[config.mk]
export PLATFORM = sky130hd
export DESIGN_NAME = seg7_to_num
export DESIGN_NICKNAME = d
export VERILOG_FILES = /design/src/rtl/seg7_pkg.sv /design/src/rtl/seg7_digit_decode.sv /design/src/rtl/seg7_to_num.sv
export SDC_FILE = /design/constraint.sdc
export NUM_CORES = 1
export LEC_CHECK = 0
export ABC_AREA = 1
export CORE_AREA = 2 2 149 151
export CTS_CLUSTER_DIAMETER = 40
export CTS_CLUSTER_SIZE = 12
export DETAILED_ROUTE_END_ITERATION = 8
export DIE_AREA = 0 0 151 153
export GPL_TIMING_DRIVEN = 1
export PLACE_DENSITY = 0.51
export SLEW_MARGIN = 20
export SYNTH_ARGS = -nofsm -noshare
export SYNTH_HDL_FRONTEND = slang
export SYNTH_HIERARCHICAL = 1
export SYNTH_SLANG_ARGS = --single-unit
[constraint.sdc]
create_clock -name clk -period 5.9 [get_ports clk]
set_input_delay 1.77 -clock clk [delete_from_list [all_inputs] [get_ports clk]]
set_output_delay 1.77 -clock clk [all_outputs]
set_load 0.005 [all_outputs]
[src/rtl/seg7_pkg.sv]
// Seven-segment pattern table and helpers shared by the display encoder and decoder.
package seg7_pkg;

  typedef logic [6:0] seg7_t;

  typedef enum logic [1:0] {
    IDLE,
    ACC,
    DONE
  } seg7_state_t;

  // Active-low {g,f,e,d,c,b,a}: a lit segment is a 0 bit.
  localparam seg7_t SEG_0     = 7'b1000000;
  localparam seg7_t SEG_1     = 7'b1111001;
  localparam seg7_t SEG_2     = 7'b0100100;
  localparam seg7_t SEG_3     = 7'b0110000;
  localparam seg7_t SEG_4     = 7'b0011001;
  localparam seg7_t SEG_5     = 7'b0010010;
  localparam seg7_t SEG_6     = 7'b0000010;
  localparam seg7_t SEG_7     = 7'b1111000;
  localparam seg7_t SEG_8     = 7'b0000000;
  localparam seg7_t SEG_9     = 7'b0011000;
  localparam seg7_t SEG_BLANK = 7'b1111111;

  // Bits needed to hold any value up to 10^digits - 1.
  function automatic int unsigned seg7_width(input int unsigned digits);
    longint unsigned p;
    int unsigned     w;
    p = 1;
    for (int unsigned i = 0; i < digits; i++) p = p * 10;
    w = 0;
    while ((64'd1 << w) < p) w++;
    return w;
  endfunction

endpackage

[src/rtl/seg7_digit_decode.sv]
// Combinational decode of one active-low seven-segment pattern to BCD.
module seg7_digit_decode
  import seg7_pkg::*;
(
  input  seg7_t      seg_i,
  output logic       legal_o,
  output logic       blank_o,
  output logic [3:0] bcd_o
);

  always_comb begin
    legal_o = 1'b1;
    blank_o = 1'b0;
    bcd_o   = 4'd0;
    case (seg_i)
      SEG_0:     bcd_o = 4'd0;
      SEG_1:     bcd_o = 4'd1;
      SEG_2:     bcd_o = 4'd2;
      SEG_3:     bcd_o = 4'd3;
      SEG_4:     bcd_o = 4'd4;
      SEG_5:     bcd_o = 4'd5;
      SEG_6:     bcd_o = 4'd6;
      SEG_7:     bcd_o = 4'd7;
      SEG_8:     bcd_o = 4'd8;
      SEG_9:     bcd_o = 4'd9;
      SEG_BLANK: blank_o = 1'b1;
      default:   legal_o = 1'b0;
    endcase
  end

endmodule

[src/rtl/seg7_to_num.sv]
// Converts a word of active-low seven-segment digits back to binary,
// one digit per clock, most-significant digit first.
module seg7_to_num
  import seg7_pkg::*;
#(
  parameter int unsigned NUM_DIGITS = 3,
  parameter int unsigned OUT_W      = 32,
  localparam int unsigned IDX_W     = (NUM_DIGITS > 1) ? $clog2(NUM_DIGITS) : 1
) (
  input  logic                    clk,
  input  logic                    rst,
  input  logic                    in_valid,
  output logic                    in_ready,
  input  logic [7*NUM_DIGITS-1:0] segs,
  output logic                    out_valid,
  input  logic                    out_ready,
  output logic [OUT_W-1:0]        num,
  output logic                    err,
  output logic [IDX_W-1:0]        err_digit
);

  if (OUT_W < seg7_width(NUM_DIGITS)) begin : g_width_check
    $error("seg7_to_num: OUT_W too narrow for NUM_DIGITS");
  end

  seg7_state_t             state_q;
  logic [7*NUM_DIGITS-1:0] segs_q;
  logic [OUT_W-1:0]        acc_q;
  logic [IDX_W-1:0]        idx_q;
  logic                    err_pend_q;
  logic [IDX_W-1:0]        err_idx_q;
  logic                    nonblank_q;
  logic                    out_valid_q;
  logic [OUT_W-1:0]        num_q;
  logic                    err_q;
  logic [IDX_W-1:0]        err_digit_q;

  seg7_t            digit_w [NUM_DIGITS];
  seg7_t            cur_seg;
  logic             dec_legal;
  logic             dec_blank;
  logic [3:0]       dec_bcd;
  logic             digit_bad;
  logic             err_d;
  logic [IDX_W-1:0] err_idx_d;
  logic [OUT_W-1:0] acc_d;

  always_comb begin
    for (int unsigned k = 0; k < NUM_DIGITS; k++) digit_w[k] = segs_q[7*k +: 7];
  end

  assign cur_seg = digit_w[idx_q];

  seg7_digit_decode u_dec (
    .seg_i   (cur_seg),
    .legal_o (dec_legal),
    .blank_o (dec_blank),
    .bcd_o   (dec_bcd)
  );

  // A blank is only a leading-zero suppressor; once a real digit was seen it is an error.
  assign digit_bad = !dec_legal || (dec_blank && nonblank_q);
  assign err_d     = err_pend_q || digit_bad;
  assign err_idx_d = err_pend_q ? err_idx_q : idx_q;
  assign acc_d     = (acc_q << 3) + (acc_q << 1) + {{(OUT_W-4){1'b0}}, dec_bcd};

  always_ff @(posedge clk) begin
    if (rst) begin
      state_q     <= IDLE;
      segs_q      <= '0;
      acc_q       <= '0;
      idx_q       <= '0;
      err_pend_q  <= 1'b0;
      err_idx_q   <= '0;
      nonblank_q  <= 1'b0;
      out_valid_q <= 1'b0;
      num_q       <= '0;
      err_q       <= 1'b0;
      err_digit_q <= '0;
    end else begin
      case (state_q)
        IDLE: begin
          if (in_valid) begin
            segs_q     <= segs;
            acc_q      <= '0;
            idx_q      <= IDX_W'(NUM_DIGITS - 1);
            err_pend_q <= 1'b0;
            err_idx_q  <= '0;
            nonblank_q <= 1'b0;
            state_q    <= ACC;
          end
        end
        ACC: begin
          acc_q      <= acc_d;
          nonblank_q <= nonblank_q | !dec_blank;
          if (digit_bad && !err_pend_q) begin
            err_pend_q <= 1'b1;
            err_idx_q  <= idx_q;
          end
          if (idx_q == '0) begin
            state_q     <= DONE;
            out_valid_q <= 1'b1;
            num_q       <= err_d ? '0 : acc_d;
            err_q       <= err_d;
            err_digit_q <= err_d ? err_idx_d : '0;
          end else begin
            idx_q <= idx_q - 1'b1;
          end
        end
        DONE: begin
          if (out_ready) begin
            out_valid_q <= 1'b0;
            state_q     <= IDLE;
          end
        end
        default: state_q <= IDLE;
      endcase
    end
  end

  assign in_ready  = (state_q == IDLE);
  assign out_valid = out_valid_q;
  assign num       = num_q;
  assign err       = err_q;
  assign err_digit = err_digit_q;

endmodule

# Yosys cells after proc, flatten, opt, wreduce, memory -nomap -nowiden
# Index checks and enable logic that the tools add are counted.
# totals
regBits	96
in_bits	25
# classes
add_sub_neg	3
n_lt_le_gt_ge	1
eq_ne	17
muxes	28
n_bitwise	2
n_reduce_logical	20
# ops
op	count
one-hot mux 31 bit (2 select lines)	1
one-hot mux 4 bit (9 select lines)	1
adder 32 bit	1
adder 32 x 4 -> 32 bit	1
two-way mux 32 bit	1
two-way mux 31 bit	1
equality test 7 bit (second input constant)	4
equality test 7 x 5 -> 1 bit (second input constant)	3
two-way mux 2 bit	9
binary-select mux 7 bit (select 2 bit)	1
equality test 7 x 6 -> 1 bit (second input constant)	2
two-way mux 7 bit	2
AND reduction 3 bit	4
OR reduction 11 bit	1
!= test 2 bit (second input constant)	5
one-hot mux 2 bit (2 select lines)	2
equality test 7 x 2 -> 1 bit (second input constant)	1
logical NOT 7 bit	1
two-way mux 1 bit	6
one-hot mux 1 bit (2 select lines)	3
one-hot mux 2 bit (3 select lines)	1
AND reduction 2 bit	3
logical NOT 2 bit	2
nonzero test 2 bit	2
other kinds (9)	13

# Longest topological paths before layout
# logic_depth
depth_word	12
ltp_mapped	26

# By module
# Netlist, hierarchy kept.
# by_module_without_submodules
module	instances	cells_per_inst	area_per_inst_um2
seg7_to_num	1	937	6088.3
seg7_digit_decode	1	58	271.5

# Worst setup path after synthesis
# Ideal clock, no wire load.
# synth_timing
path_type	reg2reg
startpoint	register idx_q[0]
endpoint	register acc_q[17]
setup_time_ns	0.132
arrival_time_ns	3.231
t_required_ns	5.768
slack_ns	2.537
stages_incl_launch_ff	22
path_buffers	1
synth_period_minus_slack_ns	3.363
cell_sequence	dfxtp_1 -> inv_1 -> buf_1 -> nor2_1 -> o21ai_0 -> inv_2 -> nor2_2 -> nand2_2 -> nand2_2 -> inv_1 -> fa_1 -> inv_1 -> ha_1 -> nand3_1 -> nand3_1 -> nand2_1 -> nand3_1 -> nand2_1 -> nand2_1 -> or2_2 -> nand3_1 -> a21oi_1
# synth_between
elab_chain_cells	8
word_cells_on_any_way	16
cone_classes	add/sub (1); eq/ne (8); mux (5); bitwise (1); reduce/logical (1)
# synth_lines
item	line_no	text
start: declaration	seg7_to_num.sv:29	logic [IDX_W-1:0] idx_q;
start signal: assignment	seg7_to_num.sv:86	idx_q <= IDX_W'(NUM_DIGITS - 1);
start signal: assignment	seg7_to_num.sv:107	idx_q <= idx_q - 1'b1;
inverter 2 -> 3 bit (not written as such) *	seg7_to_num.sv:52	assign cur_seg = digit_w[idx_q];
binary-select mux 7 bit (select 2 bit) *	seg7_to_num.sv:52	
two-way mux 7 bit (not written as such) * (2 in series)	seg7_to_num.sv:52	
named net cur_seg[4]	seg7_to_num.sv:39	seg7_t cur_seg;
equality test 7 x 5 -> 1 bit (tied with other cells)	seg7_digit_decode.sv:15	case (seg_i)
one-hot mux 4 bit (9 select lines) *	seg7_digit_decode.sv:15	
named net dec_bcd[3]	seg7_to_num.sv:42	logic [3:0] dec_bcd;
adder 32 x 4 -> 32 bit *	seg7_to_num.sv:65	assign acc_d = (acc_q << 3) + (acc_q << 1) + {{(OUT_W-4){1'b0}}, dec_bcd};
one-hot mux 31 bit (2 select lines) *	seg7_to_num.sv:81	case (state_q)
end signal: assignment	seg7_to_num.sv:71	acc_q <= '0;
end signal: assignment	seg7_to_num.sv:85	acc_q <= '0;
end signal: assignment	seg7_to_num.sv:94	acc_q <= acc_d;
end: declaration	seg7_to_num.sv:28	logic [OUT_W-1:0] acc_q;
# The timed path passes the listed nets; every way through them passes the cells marked *. The select of a mux whose other input is x is not followed.
# A chain may end at the register's enable or synchronous reset.

# Worst setup path after layout
# layout_timing
startpoint	register idx_q[0]
endpoint	register num_q[22], in the netlist num[22]
# layout_between
word_cells_on_any_way	27
cone_classes	add/sub (1); eq/ne (10); mux (7); bitwise (1); reduce/logical (8)
# layout_rtl
item	line_no	text
inverter 2 -> 3 bit (not written as such) *	seg7_to_num.sv:52	
binary-select mux 7 bit (select 2 bit) *	seg7_to_num.sv:52	
two-way mux 7 bit (not written as such) * (2 in series)	seg7_to_num.sv:52	
named net cur_seg[0]	seg7_to_num.sv:39	
equality test 7 x 5 -> 1 bit (tied with other cells)	seg7_digit_decode.sv:15	
one-hot mux 4 bit (9 select lines) *	seg7_digit_decode.sv:15	
named net dec_bcd[2]	seg7_to_num.sv:42	
adder 32 x 4 -> 32 bit *	seg7_to_num.sv:65	
two-way mux 32 bit *	seg7_to_num.sv:103	num_q <= err_d ? '0 : acc_d;
end signal: assignment	seg7_to_num.sv:103	
end: declaration	seg7_to_num.sv:34	logic [OUT_W-1:0] num_q;
# Marks and branches as above.

==> qor.txt <==
Outcome: complete, no violations
Slowest stage cell, crit path: o21ai_0
Max frequency: 244.8 MHz
Clock power share: 0.421
RSZ-0062 raised after global routing: false
Clk sinks: 96
Crit-path leading delay family: simple AND/OR/NAND/NOR gates
Initial core utilization: 0.2960
Mean Syn Cell Area: 6.392 um2
CTS tree: yes
Global route overflow: 0
Crit Path Category: flop to flop
DIE HEIGHT: 153 um
Worst-margin pin slew: 911.9 ps
Mapped Area: 0.006360 mm2
Root Driver: clkbuf_16
WL per Instance: 13.56 um
Slew Viols, Final: 0
First-pass GRT wire length: 29,900 um
Clock buffer depth: 2
Crit. End Element: flop
Total GRT Usage: 0.1628
Initial DRC Count: 347
Synth area leader: dfxtp_1
Post-synth EDFFs: 0
Layout area overhead: 18.37%
Antenna cell count: 0
Final setup viols: 0
CP startpoint kind: flop
Die area: 0.02310 mm2
Post-CTS sizing: 0
Core area: 0.02149 mm2
Seq/Total Area, Yosys: 0.3022
Crit path top cell by count: nand2_1
GP Congestion: 0.8873
# H-tree levels: 3
Skew final: 12.81 ps
Chip width: 151 um
Post-synth top area share: 0.3022
Critical path arrival: 4290 ps
DR vias: 6,099
Cts bufs inserted: 9
Initial antenna violation count: 0
Post-route cell area: 0.007528 mm2
DP HPWL: 13,680 um
Internal power: 1128 uW
Std cell rows: 54
Routed WL: 17,960 um
Fin crit share: 0.6924
Vias per cell: 4.606
Pwr dens: 210.7 mW/mm2
Post-Syn Instances: 995
P_sw: 458.5 uW
Relative slew slack: 0.3906
Flip-flop and latch count after synthesis: 96
Most frequent cells in the layout: nand2_1, inv_1, nor2_1
Flop pwr share: 0.435
Netlist cell types: 32
I/O pins: 62
P_leak: 0.003681 uW
Hold Buf Count CTS: 0
Hold Path Class: flop to flop
Main flop type after synthesis: dfxtp_1
Ys async rst share: 0
Clk pin slew, worst setup/hold paths: 70 ps
Slowest stage delay, CP: 480 ps
Post-DRT Antenna Nets: 0
Number of global-route vias before repair: 5,946
Synth Net Count: 1,081
Net count, final: 1,125
Buffers added on ports: 61
Combinational power share: 0.144
Tmin final: 4085 ps
Post-Place Cell Area: 0.007197 mm2
Synth warn: 6
Worst skew pair latency: 360 ps
Critical path buffers and inverters: 5
Sw frac: 0.2891
Cells along the critical path: inv_1 -> nor2_1 -> o21ai_0 -> inv_1 -> nand2_1 -> nor2_1 -> nand2_1 -> nand2_1 -> nor2_2 -> inv_1 -> ha_1 -> ha_1 -> inv_1 -> fa_1 -> inv_1 -> nand3_1 -> nand3_1 -> nand3_1 -> nand3_1 -> nand2_1 -> nand2_1 -> nand2_1 -> nand3_1 -> a21oi_1
Required @ worst endpoint: 6110 ps
TritonRoute pass-1 iters: 4
Most common cell after layout, fill and taps aside: nand2_1
Worst vdd ir: 0.0001458 V
Hold Fails Final Rpt: 0
Largest cells by area after synthesis: dfxtp_1, nand2_1, ha_1
Postcts setup bufs: 0
Crit Path Max Fanout: 15
Largest net degree at the start of global routing: 71
Share of layout cells above drive strength 1: 0.04693
Final setup TNS: 0 ps
Residual DRC: 0
Max-Cap Viols: 0
-- worst paths after layout --
kind	startpoint	to	cells past startpoint	slack (ps)
max	idx_q[0]	num[22]	24	1810
min	num[12]	num[12]	2	460
max reg2reg	idx_q[0]	num[22]	24	1810
min reg2reg	num[12]	num[12]	2	460
-- per-stage QoR --
step | std cells | setup WS [ps] | hold slack [ps] | power [uW] | util
after global placement | 1308 | 1799 | 458.0 | 936.0 | 0.3350
after floorplan | 995 | 2537 | 448.2 | 863.8 | -
final | 1324 | 1815 | 464.8 | 1586 | 0.3504
after detailed placement | 1308 | 1759 | 456.3 | 937.5 | 0.3350
after global routing | 1324 | 1252 | 489.1 | 1662 | 0.3504
after CTS | 1324 | 1750 | 467.1 | 1611 | 0.3504
-- power by group through the flow --
stage                     combinational, uW  clock (uW)  sequential, uW
final                                   228         668             690
after global routing                    259         708             695
after CTS                               232         688             691
after detailed placement                232           0             706
after global placement                  230           0             706
after floorplan                         166           0             698
-- cell families after synthesis --
| family | count (synthesis) | share of synthesized area |
|---|---|---|
| AO/OA/AOI/OAI | 143 | 0.1163 |
| AND/OR/NAND/NOR | 532 | 0.3502 |
| buffers and inverters | 151 | 0.09246 |
| XOR/XNOR | 12 | 0.01653 |
| flip-flops | 96 | 0.3022 |
| adder cells (fa/ha/maj) | 61 | 0.1224 |
-- worst min-delay path: cells and delay by family (launching register included) --
family,cells,cell delay (ps)
flip-flops,1,310
AND/OR/NAND/NOR,1,60
AO/OA/AOI/OAI,1,50
-- sequential cells by signal (all words and copies together), names as in the netlist --
signal,flops
idx_q,2
err,1
err_idx_q,2
state_q,2
err_pend_q,1
segs_q,21
nonblank_q,1
num,32
acc_q,31
out_valid,1
err_digit,2
-- routing by layer --
metal	GRT usage	part of all wire
met1	0.2154	0.47
met2	0.2732	0.47
met4	0.03560	0.012
met5	0	0
met3	0.03224	0.047
-- synthesized netlist by cell type (2+ instances only) --
master and number:
inv_1 115, clkbuf_1 14, fa_1 2, dfxtp_1 96, nor2_1 110, nand3b_1 5, nand2_2 9, buf_1 3
o21ai_0 43, nor2_2 6, nand2_1 309, a22oi_1 3, buf_2 11, nand3_1 77, nand3_2 2, inv_2 6
o21bai_1 4, xor2_1 10, ha_1 59, xnor2_1 2, buf_4 2, or2_2 3, a21oi_1 91, nand4_1 5
-- area by class of cell --
cell class	instances	area, um2
Sequential cell	96	1922
Multi-Input combinational cell	748	3850
Fill cell	2401	13960
Inverter	121	454.2
Tap cell	280	350.3
Timing Repair Buffer	63	620.6
Clock inverter	7	106.4
Clock buffer	9	225.2
No activity file was read; power rests on OpenSTA's default activity.
